===== src/rtl/accumulator_pkg.sv =====
// Shared types and width helpers for the accumulator scheduler and the accumulator it drives.
package accumulator_pkg;

    typedef enum logic [1:0] {
        IDLE  = 2'd0,
        ACC   = 2'd1,
        FLUSH = 2'd2,
        OUT   = 2'd3
    } sched_state_e;

    // Res_depth width; a single-stage chain still carries a 1-bit (always 0) bus.
    function automatic int dctl_w(input int depth);
        return (depth == 1) ? 1 : depth - 1;
    endfunction

    function automatic int dsel_w(input int depth);
        return (depth <= 2) ? 1 : $clog2(depth);
    endfunction

    function automatic logic [31:0] depth_therm(input logic [31:0] dsel);
        return (32'd1 << dsel) - 32'd1;
    endfunction

endpackage


===== src/rtl/accumulator_sched_beat_counter.sv =====
// Loadable down-counter with a zero flag; counts job beats and flush cycles.
module beat_counter #(
    parameter int W = 16
) (
    input  logic         clk_i,
    input  logic         load_i,
    input  logic [W-1:0] load_val_i,
    input  logic         dec_i,
    output logic         zero_o
);

    logic [W-1:0] cnt_q;
    logic [W-1:0] cnt_d;

    always_comb begin
        cnt_d = cnt_q;
        if (load_i) begin
            cnt_d = load_val_i;
        end else if (dec_i) begin
            cnt_d = cnt_q - W'(1);
        end
    end

    // Contents are only meaningful after a load, so no reset is needed.
    always_ff @(posedge clk_i) begin
        cnt_q <= cnt_d;
    end

    assign zero_o = (cnt_q == '0);

endmodule


===== src/rtl/accumulator_sched.sv =====
// Job sequencer for one feedback accumulator: load/accumulate K beats, flush to the tap, hold result.
module accumulator_sched
    import accumulator_pkg::*;
#(
    parameter  int DEPTH  = 1,
    parameter  int LEN_W  = 16,
    localparam int DCTL_W = dctl_w(DEPTH),
    localparam int DSEL_W = dsel_w(DEPTH)
) (
    input  logic              clk,
    input  logic              reset,
    input  logic              cmd_valid,
    output logic              cmd_ready,
    input  logic [LEN_W-1:0]  cmd_len,
    input  logic [DSEL_W-1:0] cmd_depth,
    input  logic              in_valid,
    output logic              in_ready,
    output logic              Res_en,
    output logic              Res_mode,
    output logic [DCTL_W-1:0] Res_depth,
    output logic              res_valid,
    input  logic              res_ready,
    output logic              busy,
    output logic [15:0]       jobs_done
);

    localparam logic [DSEL_W-1:0] DSEL_MAX = DSEL_W'(DEPTH - 1);

    sched_state_e      state_q, state_d;
    logic [DSEL_W-1:0] dsel_q, dsel_sat;
    logic              first_q;
    logic [15:0]       jobs_q;

    logic latch_cmd, beat_acc, flush_load, flush_dec, done_inc;
    logic beat_last, flush_last;

    assign dsel_sat = (cmd_depth > DSEL_MAX) ? DSEL_MAX : cmd_depth;

    beat_counter #(.W(LEN_W)) u_beat_cnt (
        .clk_i      (clk),
        .load_i     (latch_cmd),
        .load_val_i (cmd_len),
        .dec_i      (beat_acc),
        .zero_o     (beat_last)
    );

    // Loaded with dsel-1 so the zero flag marks the final flush cycle.
    beat_counter #(.W(DSEL_W)) u_flush_cnt (
        .clk_i      (clk),
        .load_i     (flush_load),
        .load_val_i (dsel_q - DSEL_W'(1)),
        .dec_i      (flush_dec),
        .zero_o     (flush_last)
    );

    always_comb begin
        state_d    = state_q;
        cmd_ready  = 1'b0;
        in_ready   = 1'b0;
        Res_en     = 1'b0;
        Res_mode   = 1'b0;
        res_valid  = 1'b0;
        latch_cmd  = 1'b0;
        beat_acc   = 1'b0;
        flush_load = 1'b0;
        flush_dec  = 1'b0;
        done_inc   = 1'b0;
        case (state_q)
            IDLE: begin
                cmd_ready = 1'b1;
                if (cmd_valid) begin
                    latch_cmd = 1'b1;
                    state_d   = ACC;
                end
            end
            ACC: begin
                in_ready = 1'b1;
                Res_en   = in_valid;
                if (in_valid) begin
                    beat_acc = 1'b1;
                    Res_mode = ~first_q;
                    if (beat_last) begin
                        if (dsel_q != '0) begin
                            flush_load = 1'b1;
                            state_d    = FLUSH;
                        end else begin
                            state_d = OUT;
                        end
                    end
                end
            end
            FLUSH: begin
                Res_en    = 1'b1;
                flush_dec = 1'b1;
                if (flush_last) begin
                    state_d = OUT;
                end
            end
            OUT: begin
                res_valid = 1'b1;
                if (res_ready) begin
                    done_inc  = 1'b1;
                    cmd_ready = 1'b1;
                    if (cmd_valid) begin
                        latch_cmd = 1'b1;
                        state_d   = ACC;
                    end else begin
                        state_d = IDLE;
                    end
                end
            end
            default: state_d = IDLE;
        endcase
    end

    always_ff @(posedge clk) begin
        if (reset) begin
            state_q <= IDLE;
            dsel_q  <= '0;
            first_q <= 1'b0;
            jobs_q  <= '0;
        end else begin
            state_q <= state_d;
            if (latch_cmd) begin
                dsel_q  <= dsel_sat;
                first_q <= 1'b1;
            end else if (beat_acc) begin
                first_q <= 1'b0;
            end
            if (done_inc) begin
                jobs_q <= jobs_q + 16'd1;
            end
        end
    end

    assign Res_depth = DCTL_W'(depth_therm(32'(dsel_q)));
    assign busy      = (state_q != IDLE);
    assign jobs_done = jobs_q;

endmodule


===== config.mk =====
export PLATFORM = sky130hd
export DESIGN_NAME = accumulator_sched
export DESIGN_NICKNAME = d
export VERILOG_FILES = /design/src/rtl/accumulator_pkg.sv /design/src/rtl/accumulator_sched_beat_counter.sv /design/src/rtl/accumulator_sched.sv
export SDC_FILE = /design/constraint.sdc
export NUM_CORES = 1
export LEC_CHECK = 0
export BUFFER_PORTS_ARGS = -buffer_cell sky130_fd_sc_hd__buf_2
export CAP_MARGIN = 0
export CORE_UTILIZATION = 50
export CTS_CLUSTER_SIZE = 40
export DETAILED_ROUTE_END_ITERATION = 8
export PLACE_DENSITY = 0.79
export SYNTH_ARGS = -nofsm -noshare
export SYNTH_HDL_FRONTEND = slang
export SYNTH_SLANG_ARGS = --single-unit

===== constraint.sdc =====
create_clock -name clk -period 2.6 [get_ports clk]
set_clock_uncertainty 0.15 [all_clocks]
set_input_delay 0.13 -clock clk [delete_from_list [all_inputs] [get_ports clk]]
set_output_delay 0.13 -clock clk [all_outputs]
set_load 0.005 [all_outputs]

==> summary.txt <==
Floorplanning
  • Chip height: 64.5 µm
  • Site Rows: 22
  • Die ar.: 0.00417 mm²
  • Die X: 64.5 µm
  • Initial Utilization: 0.526
  • Core area: 0.00372 mm²
  • I/O pin total: 45

Timing
  • Endpoints failing setup: 0
  • Final worst path period share: 0.895
  • Least-Margin Pin Slew: 0.551 ns
  • Slew HR: 0.630
  • Setup TNS: 0 ns
  • Minimum clock period: 2.33 ns
  • Endpoints failing hold: 0
  • F_max: 430 MHz
  • RSZ-0062 raised after global routing: false
  • Max-slew violations: 0

Layout
  • Area growth syn-to-layout: 26.8%
  • Final Cell Area: 0.00248 mm²
  • Fill cells: 325
  • Nets: 304
  • Area of the multi-input gates: 0.00101 mm²
  • Most frequent cells in the layout: buf_2 (42), nand2_1 (27), nor2_1 (20)
  • Most common cell after layout, fill and taps aside: buf_2
  • Share of cells above drive strength 1: 0.207
  • Ant diodes: 0
  • FF+latch area: 891 µm²

Yosys
  • Register area share after synthesis: 0.456
  • Post-synth EDFFs: 17
  • Mux contribution to synthesized area: 0
  • Post-Syn Area: 0.00196 mm²
  • Synth Area in Adders: 0.0448
  • Compound-Gate Fraction of Synth Area: 0.130
  • Distinct cells, synth: 38
  • Syn_nets: 243
  • Simple-gate area share of the yosys netlist: 0.258
  • Async SR Flop Fraction: 0
  • Post-Synthesis Cells: 214
  • Synth Flop Type: dfxtp_1
  • Synth warn: 0
  • XOR/XNOR Fraction of Synth Area: 0.0806
  • Main combinational cell family by area after synthesis: simple AND/OR/NAND/NOR gates
  • Avg Inst Size Synth: 9.14 µm²
  • Post-synthesis register bit count: 36

Clock network
  • CTS Buffer Depth: 2
  • CTS clock-pin slew for the worst setup and hold paths: 0.08 ns
  • Worst-Skew Late Latency: 0.30 ns
  • CTS buffer count: 5
  • CTS tree: built
  • H-tree depth: 2
  • Sink Count: 36
  • Root Driver: clkbuf_8

Setup path
  • CP Class: flip-flop to flip-flop
  • Arrival time worst endpoint: 2.34 ns
  • Startpoint Class: flip-flop
  • Required time of the critical path: 2.62 ns
  • Critical path's slowest cell: or4_1
  • Crit end category: flip-flop
  • CP max FO: 6
  • CP cell instances: or4_1 -> or3_1 -> or4b_1 -> nand3_1
  • Max stage delay on crit path: 0.62 ns

Route
  • Wire per inst: 13.3 µm
  • Vias: 1774
  • DRT Pass-1 Iters: 4
  • DRC: 0
  • Initial DRC Count: 97
  • Vias per cell: 5.48
  • Routed Antenna Nets: 0
  • Routed WL: 4290 µm

Place
  • PortBufs: 42
  • DP Wirelength: 2980 µm
  • Placed Area: 0.00224 mm²
  • Placer Congestion: 0.778

Global routing
  • Pin count of the biggest net entering global routing: 23
  • Grt ovf: 0
  • GR peak layer: met2
  • Vias in the first global route: 1683
  • Met3 usage: 0.0546
  • Met1 usage: 0.279
  • GR Util All Layers: 0.232
  • Antenna violations before repair: 0
  • Global-route wire length before repair: 7330 µm
  • Met2 usage: 0.389

Power and ir drop
  • Pleak: 1.01 nW
  • Power per Cell Area: 907 mW/mm²
  • Design Power: 2.25 mW
  • Max VDD drop: 0.565 mV

Run status
  • Status: finished, final reports clean

Hold path
  • Worst min path class: input port to flip-flop

Job
  • Max-cap violations: 0
==> worst max-delay path: cells and delay by family (launching register included) <==
kind             cells  cell delay, ns
DFF                  1            0.47
and+or+nand+nor      4            1.58
==> cells by family (layout without fill, tap and decap cells) <==
group                      count (synthesis)  after routing
xor gates and xnor gates                  18             18
buffers and inverters                     14             76
adders and majority gates                  7              7
and+or+nand+nor                           96             96
other                                      1              1
AOI/OAI and AO/OA                         42             42
DFF                                       36             36
==> registers in the layout, summed over array words and instances (netlist names) <==
name and cells:
state_q 2, u_beat_cnt.cnt_q 16, first_q 1, jobs_done 16, u_flush_cnt.cnt_q 1
==> worst paths after layout <==
| path | from | endpoint | slack (ns) | cells past startpoint |
|---|---|---|---|---|
| max | u_beat_cnt.cnt_q[2]$_DFFE_PP_ | u_beat_cnt.cnt_q[15]$_DFFE_PP_ | 0.27 | 4 |
| min | cmd_len[1] | u_beat_cnt.cnt_q[1]$_DFFE_PP_ | 0.03 | 3 |
| min reg2reg | jobs_done[15]$_SDFFE_PP0P_ | jobs_done[15]$_SDFFE_PP0P_ | 0.32 | 2 |
| max reg2reg | u_beat_cnt.cnt_q[2]$_DFFE_PP_ | u_beat_cnt.cnt_q[15]$_DFFE_PP_ | 0.27 | 4 |
==> area by class of cell <==
cell class / count / area share
Timing Repair Buffer: 61 / 0.155
Clock buffer: 5 / 0.0277
Clock inverter: 3 / 0.0166
Multi-Input combinational cell: 164 / 0.406
Tap cell: 48 / 0.0242
Sequential cell: 36 / 0.359
Inverter: 7 / 0.0106
==> through the flow <==
stage               setup WS (ns)  hold WS, ns  instances   util
finish                      0.273       0.0263        324  0.667
global placement            0.335        0.245        303  0.603
detailed placement          0.279        0.246        303  0.603
global route                0.195       0.0461        324  0.667
floorplan                   0.400        0.140        214      -
CTS                         0.283       0.0236        324  0.667
==> synthesized netlist by cell type, types with 7 or more instances <==
| library cell | count | area share |
|---|---|---|
| a21oi_1 | 13 | 0.033 |
| dfxtp_1 | 19 | 0.19 |
| edfxtp_1 | 17 | 0.26 |
| ha_1 | 7 | 0.045 |
| inv_1 | 7 | 0.013 |
| nand2_1 | 27 | 0.052 |
| nand3_1 | 8 | 0.020 |
| nand4_1 | 10 | 0.032 |
| nor2_1 | 20 | 0.038 |
| o21ai_0 | 14 | 0.036 |
| or3_1 | 7 | 0.022 |
| xor2_1 | 13 | 0.058 |
==> what timing repair did <==
action,in CTS,in global routing
resized for setup,0,0
hold buffers,13,0
setup buffers,0,0
hold endpoints to repair,13,0
==> report_power, final <==
part	switching, mW	internal, mW
logic	0.413	0.329
clock network	0.211	0.284
registers	0.169	0.844
total	0.793	1.46
==> routing by layer <==
layer  vias up  share of wire
met4         0          0.026
met2        45           0.47
li1        900              -
met5         -              0
met1       817           0.46
met3        12          0.045
Note: power is estimated with default switching activity, not from simulation.
